==> config.mk <==
export PLATFORM = sky130hd
export DESIGN_NAME = aes_kat_sequencer
export DESIGN_NICKNAME = d
export VERILOG_FILES = /design/src/rtl/aes_kat_sequencer.sv
export SDC_FILE = /design/constraint.sdc
export NUM_CORES = 1
export LEC_CHECK = 0
export ABC_AREA = 1
export BUFFER_PORTS_ARGS = -buffer_cell sky130_fd_sc_hd__buf_4
export CORE_AREA = 2 2 167 169
export CTS_CLUSTER_DIAMETER = 40
export DETAILED_ROUTE_END_ITERATION = 8
export DIE_AREA = 0 0 169 171
export PLACE_DENSITY = 0.75
export SLEW_MARGIN = 20
export SYNTH_ARGS = -nofsm -noshare
export SYNTH_HDL_FRONTEND = slang
export SYNTH_SLANG_ARGS = --single-unit
==> constraint.sdc <==
create_clock -name sys_clk -period 5.55 [get_ports sys_clk]
set_clock_uncertainty 0.15 [all_clocks]
set_input_delay 1.665 -clock sys_clk [delete_from_list [all_inputs] [get_ports sys_clk]]
set_output_delay 1.665 -clock sys_clk [all_outputs]
set_load 0.01 [all_outputs]
==> src/rtl/aes_kat_sequencer.sv <==
// Known-answer-test sequencer for an external AES-128 core: replays the SP800-38A ECB vectors
// and scores each ciphertext. Define AES_KAT_TIMEOUT_EN to build the WAIT-state watchdog.
module aes_kat_sequencer #(
  parameter int NUM_VEC        = 4,
  parameter int GAP_CYCLES     = 100,
  parameter int CNT_W          = 16,
  parameter int TIMEOUT_CYCLES = 1024
) (
  input  logic             sys_clk,
  input  logic             sys_rst,
  input  logic             start,
  input  logic             loop,
  output logic             aes_ld,
  output logic [127:0]     aes_key,
  output logic [127:0]     aes_text_in,
  input  logic             aes_done,
  input  logic [127:0]     aes_text_out,
  output logic             busy,
  output logic [1:0]       vec_idx,
  output logic [CNT_W-1:0] pass_cnt,
  output logic [CNT_W-1:0] fail_cnt,
  output logic             error,
  output logic             pass_ok,
  output logic             timeout
);

  localparam logic [127:0] KAT_KEY = 128'h2b7e151628aed2a6abf7158809cf4f3c;

  // One down-counter serves both the GAP delay and the WAIT watchdog, so it is sized for the larger.
  localparam int               TMR_MAX = (GAP_CYCLES > TIMEOUT_CYCLES) ? GAP_CYCLES : TIMEOUT_CYCLES;
  localparam int               TMR_W   = $clog2(TMR_MAX + 1);
  localparam logic [TMR_W-1:0] GAP_LD  = TMR_W'(GAP_CYCLES - 1);
  localparam logic [TMR_W-1:0] TO_LD   = TMR_W'(TIMEOUT_CYCLES - 1);
  localparam logic [1:0]       LAST    = 2'(NUM_VEC - 1);
  localparam logic [CNT_W-1:0] CNT_MAX = {CNT_W{1'b1}};

  typedef enum logic [2:0] {
    IDLE  = 3'd0,
    GAP   = 3'd1,
    LOAD  = 3'd2,
    WAIT  = 3'd3,
    CHECK = 3'd4
  } state_t;

  function automatic logic [127:0] kat_pt(input logic [1:0] i);
    case (i)
      2'd0:    kat_pt = 128'h6bc1bee22e409f96e93d7e117393172a;
      2'd1:    kat_pt = 128'hae2d8a571e03ac9c9eb76fac45af8e51;
      2'd2:    kat_pt = 128'h30c81c46a35ce411e5fbc1191a0a52ef;
      default: kat_pt = 128'hf69f2445df4f9b17ad2b417be66c3710;
    endcase
  endfunction

  function automatic logic [127:0] kat_ct(input logic [1:0] i);
    case (i)
      2'd0:    kat_ct = 128'h3ad77bb40d7a3660a89ecaf32466ef97;
      2'd1:    kat_ct = 128'hf5d3d58503b9699de785895a96fdbaaf;
      2'd2:    kat_ct = 128'h43b1cd7f598ece23881b00e3ed030688;
      default: kat_ct = 128'h7b0c785e27e8ad3f8223207104725dd4;
    endcase
  endfunction

  state_t           state;
  logic [TMR_W-1:0] tmr;
  logic [127:0]     result;
  logic             forced_fail;
  logic             pass_fail;
  logic             last;
  logic             hit;
  logic             ok_next;

  assign last = (vec_idx == LAST);
  assign hit  = !forced_fail && (result == kat_ct(vec_idx));
  // pass_ok must be high during CHECK itself, so the last vector is also scored as it arrives.
  assign ok_next = last && !pass_fail && (aes_text_out == kat_ct(vec_idx));

  always_ff @(posedge sys_clk) begin
    if (sys_rst) begin
      state       <= IDLE;
      tmr         <= '0;
      result      <= '0;
      forced_fail <= 1'b0;
      pass_fail   <= 1'b0;
      aes_ld      <= 1'b0;
      aes_key     <= '0;
      aes_text_in <= '0;
      busy        <= 1'b0;
      vec_idx     <= 2'd0;
      pass_cnt    <= '0;
      fail_cnt    <= '0;
      error       <= 1'b0;
      pass_ok     <= 1'b0;
      timeout     <= 1'b0;
    end else begin
      aes_ld  <= 1'b0;
      pass_ok <= 1'b0;
      case (state)
        IDLE: begin
          if (start) begin
            state     <= GAP;
            busy      <= 1'b1;
            tmr       <= GAP_LD;
            vec_idx   <= 2'd0;
            pass_cnt  <= '0;
            fail_cnt  <= '0;
            error     <= 1'b0;
            timeout   <= 1'b0;
            pass_fail <= 1'b0;
          end
        end
        GAP: begin
          if (tmr == '0) begin
            state       <= LOAD;
            aes_ld      <= 1'b1;
            aes_key     <= KAT_KEY;
            aes_text_in <= kat_pt(vec_idx);
          end else begin
            tmr <= tmr - 1'b1;
          end
        end
        LOAD: begin
          state <= WAIT;
          tmr   <= TO_LD;
        end
        WAIT: begin
          if (aes_done) begin
            state       <= CHECK;
            result      <= aes_text_out;
            forced_fail <= 1'b0;
            pass_ok     <= ok_next;
          end
`ifdef AES_KAT_TIMEOUT_EN
          else if (tmr == '0) begin
            state       <= CHECK;
            forced_fail <= 1'b1;
            timeout     <= 1'b1;
          end else begin
            tmr <= tmr - 1'b1;
          end
`endif
        end
        CHECK: begin
          if (hit) begin
            if (pass_cnt != CNT_MAX) pass_cnt <= pass_cnt + 1'b1;
          end else begin
            if (fail_cnt != CNT_MAX) fail_cnt <= fail_cnt + 1'b1;
            error     <= 1'b1;
            pass_fail <= 1'b1;
          end
          if (!last) begin
            state   <= GAP;
            tmr     <= GAP_LD;
            vec_idx <= vec_idx + 2'd1;
          end else if (loop) begin
            // Loop restart opens a fresh pass; its fail flag overrides this cycle's set.
            state     <= GAP;
            tmr       <= GAP_LD;
            vec_idx   <= 2'd0;
            pass_fail <= 1'b0;
          end else begin
            state <= IDLE;
            busy  <= 1'b0;
          end
        end
        default: begin
          state <= IDLE;
          busy  <= 1'b0;
        end
      endcase
    end
  end

endmodule

==> summary.md <==
| Metric | Value |
|---|---|
| Overall Global Routing Usage | `26.8%` |
| Top cell type's share of synthesized area | `31.2%` |
| Via count | `12600` |
| Core ar. | `27300 um^2` |
| Grt ovf | `0` |
| Leading area contributor after synthesis | `dfxtp_1` |
| Mux cell area share after synthesis | `0%` |
| Crit path max-delay family | `simple AND/OR/NAND/NOR gates` |
| Post-synthesis compound-gate area fraction | `16.0%` |
| WS Path Type | `reg -> reg` |
| Max-slew violations | `0` |
| Period utilization | `76.6%` |
| Area delta synth->final | `15.0%` |
| I/O pin count | `428` |
| Hold bufs inserted after CTS | `0` |
| P_leak | `0.00619 uW` |
| Die area | `28900 um^2` |
| Synth async-reset ratio | `0%` |
| Final WL | `40700 um` |
| Max incr delay on CP | `0.75 ns` |
| Sink Count | `196` |
| Most common cell after layout, fill and taps aside | `nand2_1` |
| Max-slew headroom | `35.7%` |
| Die height | `171 um` |
| Synth Area in Adders | `0.996%` |
| Outcome | `complete, no violations` |
| Cell area after synthesis | `12600 um^2` |
| GPL Wtd Cong | `0.952` |
| Yosys warnings | `0` |
| Root Buffer | `clkbuf_16` |
| Cell Pwr Density | `288 nW/um^2` |
| Synth Area in Simple Gates | `26.4%` |
| CTS clk-pin slew, worst paths | `0.07 ns` |
| Drt via density | `5.27` |
| Seq/Total Area, Yosys | `31.2%` |
| First-pass detailed-route iteration total | `5` |
| Drt drc | `0` |
| Worst Hold Class | `reg -> reg` |
| Bufs and invs on worst path | `3` |
| CP required | `5.69 ns` |
| Largest family of logic cells by synthesized area | `simple AND/OR/NAND/NOR gates` |
| Post-CTS setup buffers | `0` |
| H-Tree Depth | `4` |
| Synth Instances | `1892` |
| Final Hold Viols | `0` |
| TritonCTS Buffers | `17` |
| DRT antenna net count | `0` |
| Critical Path Fanout Max | `30` |
| Cell repeated most along the worst path | `nand2_1` |
| Setup_tns | `0 ns` |
| Initial Utilization | `46.0%` |
| Total Power | `4160 uW` |
| Fin nets | `2164` |
| Slowest-stage cell, CP | `inv_1` |
| XOR/XNOR Fraction of Synth Area | `2.37%` |
| Clk buf depth | `2` |
| #FFs+latches synth | `196` |
| Worst slew pin tran | `0.963 ns` |
| Routed length per placed instance | `17.1 um` |
| Kind of end point of the critical path | `flip-flop` |
| Initial antenna violation count | `2` |
| Most frequent cells in the layout | `370 x nand2_1, 367 x buf_4, 195 x dfxtp_1` |
| CTS tree | `done` |
| Critical Path Start Type | `flip-flop` |
| Clk_lat worst skew | `0.44 ns` |
| Global-route wire length before repair | `60700 um` |
| Peak supply drop | `0.219 mV` |
| Top cells by area, synth | `dfxtp_1 31%, buf_4 15%, nand2_1 11%` |
| Iter 0 DRT Violations | `1012` |
| FMAX | `235 MHz` |
| Post-CTS sizing | `0` |
| RSZ-0062 raised after global routing | `no` |
| Layout cells sized above 1 | `21.0%` |
| Vias in the first global route | `11100` |
| Yosys cell types | `43` |
| Mean post-synth cell area | `6.64 um^2` |
| Crit path DAT | `4.39 ns` |
| Largest net degree at the start of global routing | `97` |
| Post-DP HPWL | `30200 um` |
| Final setup viols | `0` |
| Port buffer count | `356` |
| Hold slack | `0.306 ns` |
| Core Rows | `61` |
| Die W | `169 um` |
| Top_reg_cell synth | `dfxtp_1` |
| Number of flops mapped to enable cells by yosys | `0` |
| Post-route minimum period | `4.25 ns` |
| Number of max-cap violations | `0` |
| Worst path cell trace | `inv_1 > ha_1 > buf_4 > inv_1 > nand2_1 > nand2_1 > nand2_1 > nor2_1 > nand2_1 > nor2_1 > nand2_1 > nor2_2 > nand3_4 > nand2_4 > nand2_2 > nand2_1 > a21oi_1` |
## where the power goes
group / leakage [uW] / internal, uW / switching [uW]
Combinational: 0.00429 / 429 / 713
Sequential: 0.00159 / 1550 / 116
Clock: 0.000313 / 733 / 619
## synth_stat cells (2+ instances only)
cell type and number:
nand2_4 2, inv_2 5, a211oi_1 7, nand2_1 371, buf_2 8, inv_1 171, a21oi_1 189, nand3b_1 3
nor2_1 172, nand4_1 23, nor2_2 4, nor3_1 22, o21ai_1 6, dfxtp_1 196, a31oi_1 2, nor4_1 13
o21ai_0 140, buf_6 8, o2111ai_1 2, xor2_1 25, nor3b_1 6, buf_4 249, xnor2_1 9, nand3_1 148
nand2_2 3, a221oi_1 13, o22ai_1 4, clkbuf_1 63, o211ai_1 2, nand3_4 2, ha_1 10, o31ai_1 2
nor2_4 2
## tightest hold or removal path: cells and delay by family, from the launching register on
kind	cells	cell delay, ns
AO/OA/AOI/OAI	1	0.05
buffers and inverters	1	0.06
flip-flops	1	0.30
## layout make-up
cell class,instances,area [um^2]
antenna,1,2.50
clock buffer,17,425
clock inverter,15,211
fill,2714,12900
inverter,176,661
multi-input combinational,1262,6020
sequential,196,3930
tap,346,433
timing repair buffer,368,2780
## final timing paths
kind                            slack [ns]  cells past startpoint                     from                   endpoint
worst max-delay path                  1.30                     17  vec_idx[1]$_SDFFE_PP0P_  pass_cnt[15]$_SDFFE_PP0P_
worst min-delay path                  0.31                      2  result[42]$_SDFFE_PP0P_    result[42]$_SDFFE_PP0P_
worst max register to register        1.30                     17  vec_idx[1]$_SDFFE_PP0P_  pass_cnt[15]$_SDFFE_PP0P_
worst min register to register        0.31                      2  result[42]$_SDFFE_PP0P_    result[42]$_SDFFE_PP0P_
## logic make-up after synthesis
kind of cell,after synthesis
xor+xnor,34
fa+ha+maj,10
flops,196
other cells,1
buf+inv,504
compound gates,375
simple gates,772
## per-stage QoR
stage                     utilization, %  std cells  setup WS [ns]  instance area, um^2
after global routing                52.9       2381           1.07                14500
final                               52.9       2381           1.30                14500
after global placement              50.6       2348           1.54                13800
after detailed placement            50.6       2348           1.42                13800
after CTS                           52.9       2380           1.37                14500
after floorplan                        -       1962           1.88                12800
## metal layers
layer,share of wire [%],GRT usage (%),vias to the layer above
met1,39,31.6,5726
met2,48,46.1,621
li1,-,-,6089
met3,8.0,4.60,121
met4,5.1,15.5,0
met5,0,0,-
## registers in the layout (all words and copies together), names as in the netlist
| signal | flops |
|---|---|
| result | 128 |
| fail_cnt | 16 |
| pass_cnt | 16 |
| aes_text_in | 15 |
| tmr | 11 |
| state | 3 |
| vec_idx | 2 |
| aes_ld | 1 |
| busy | 1 |
| error | 1 |
| pass_fail | 1 |
| pass_ok | 1 |
Power figures use the tool's default switching activity.
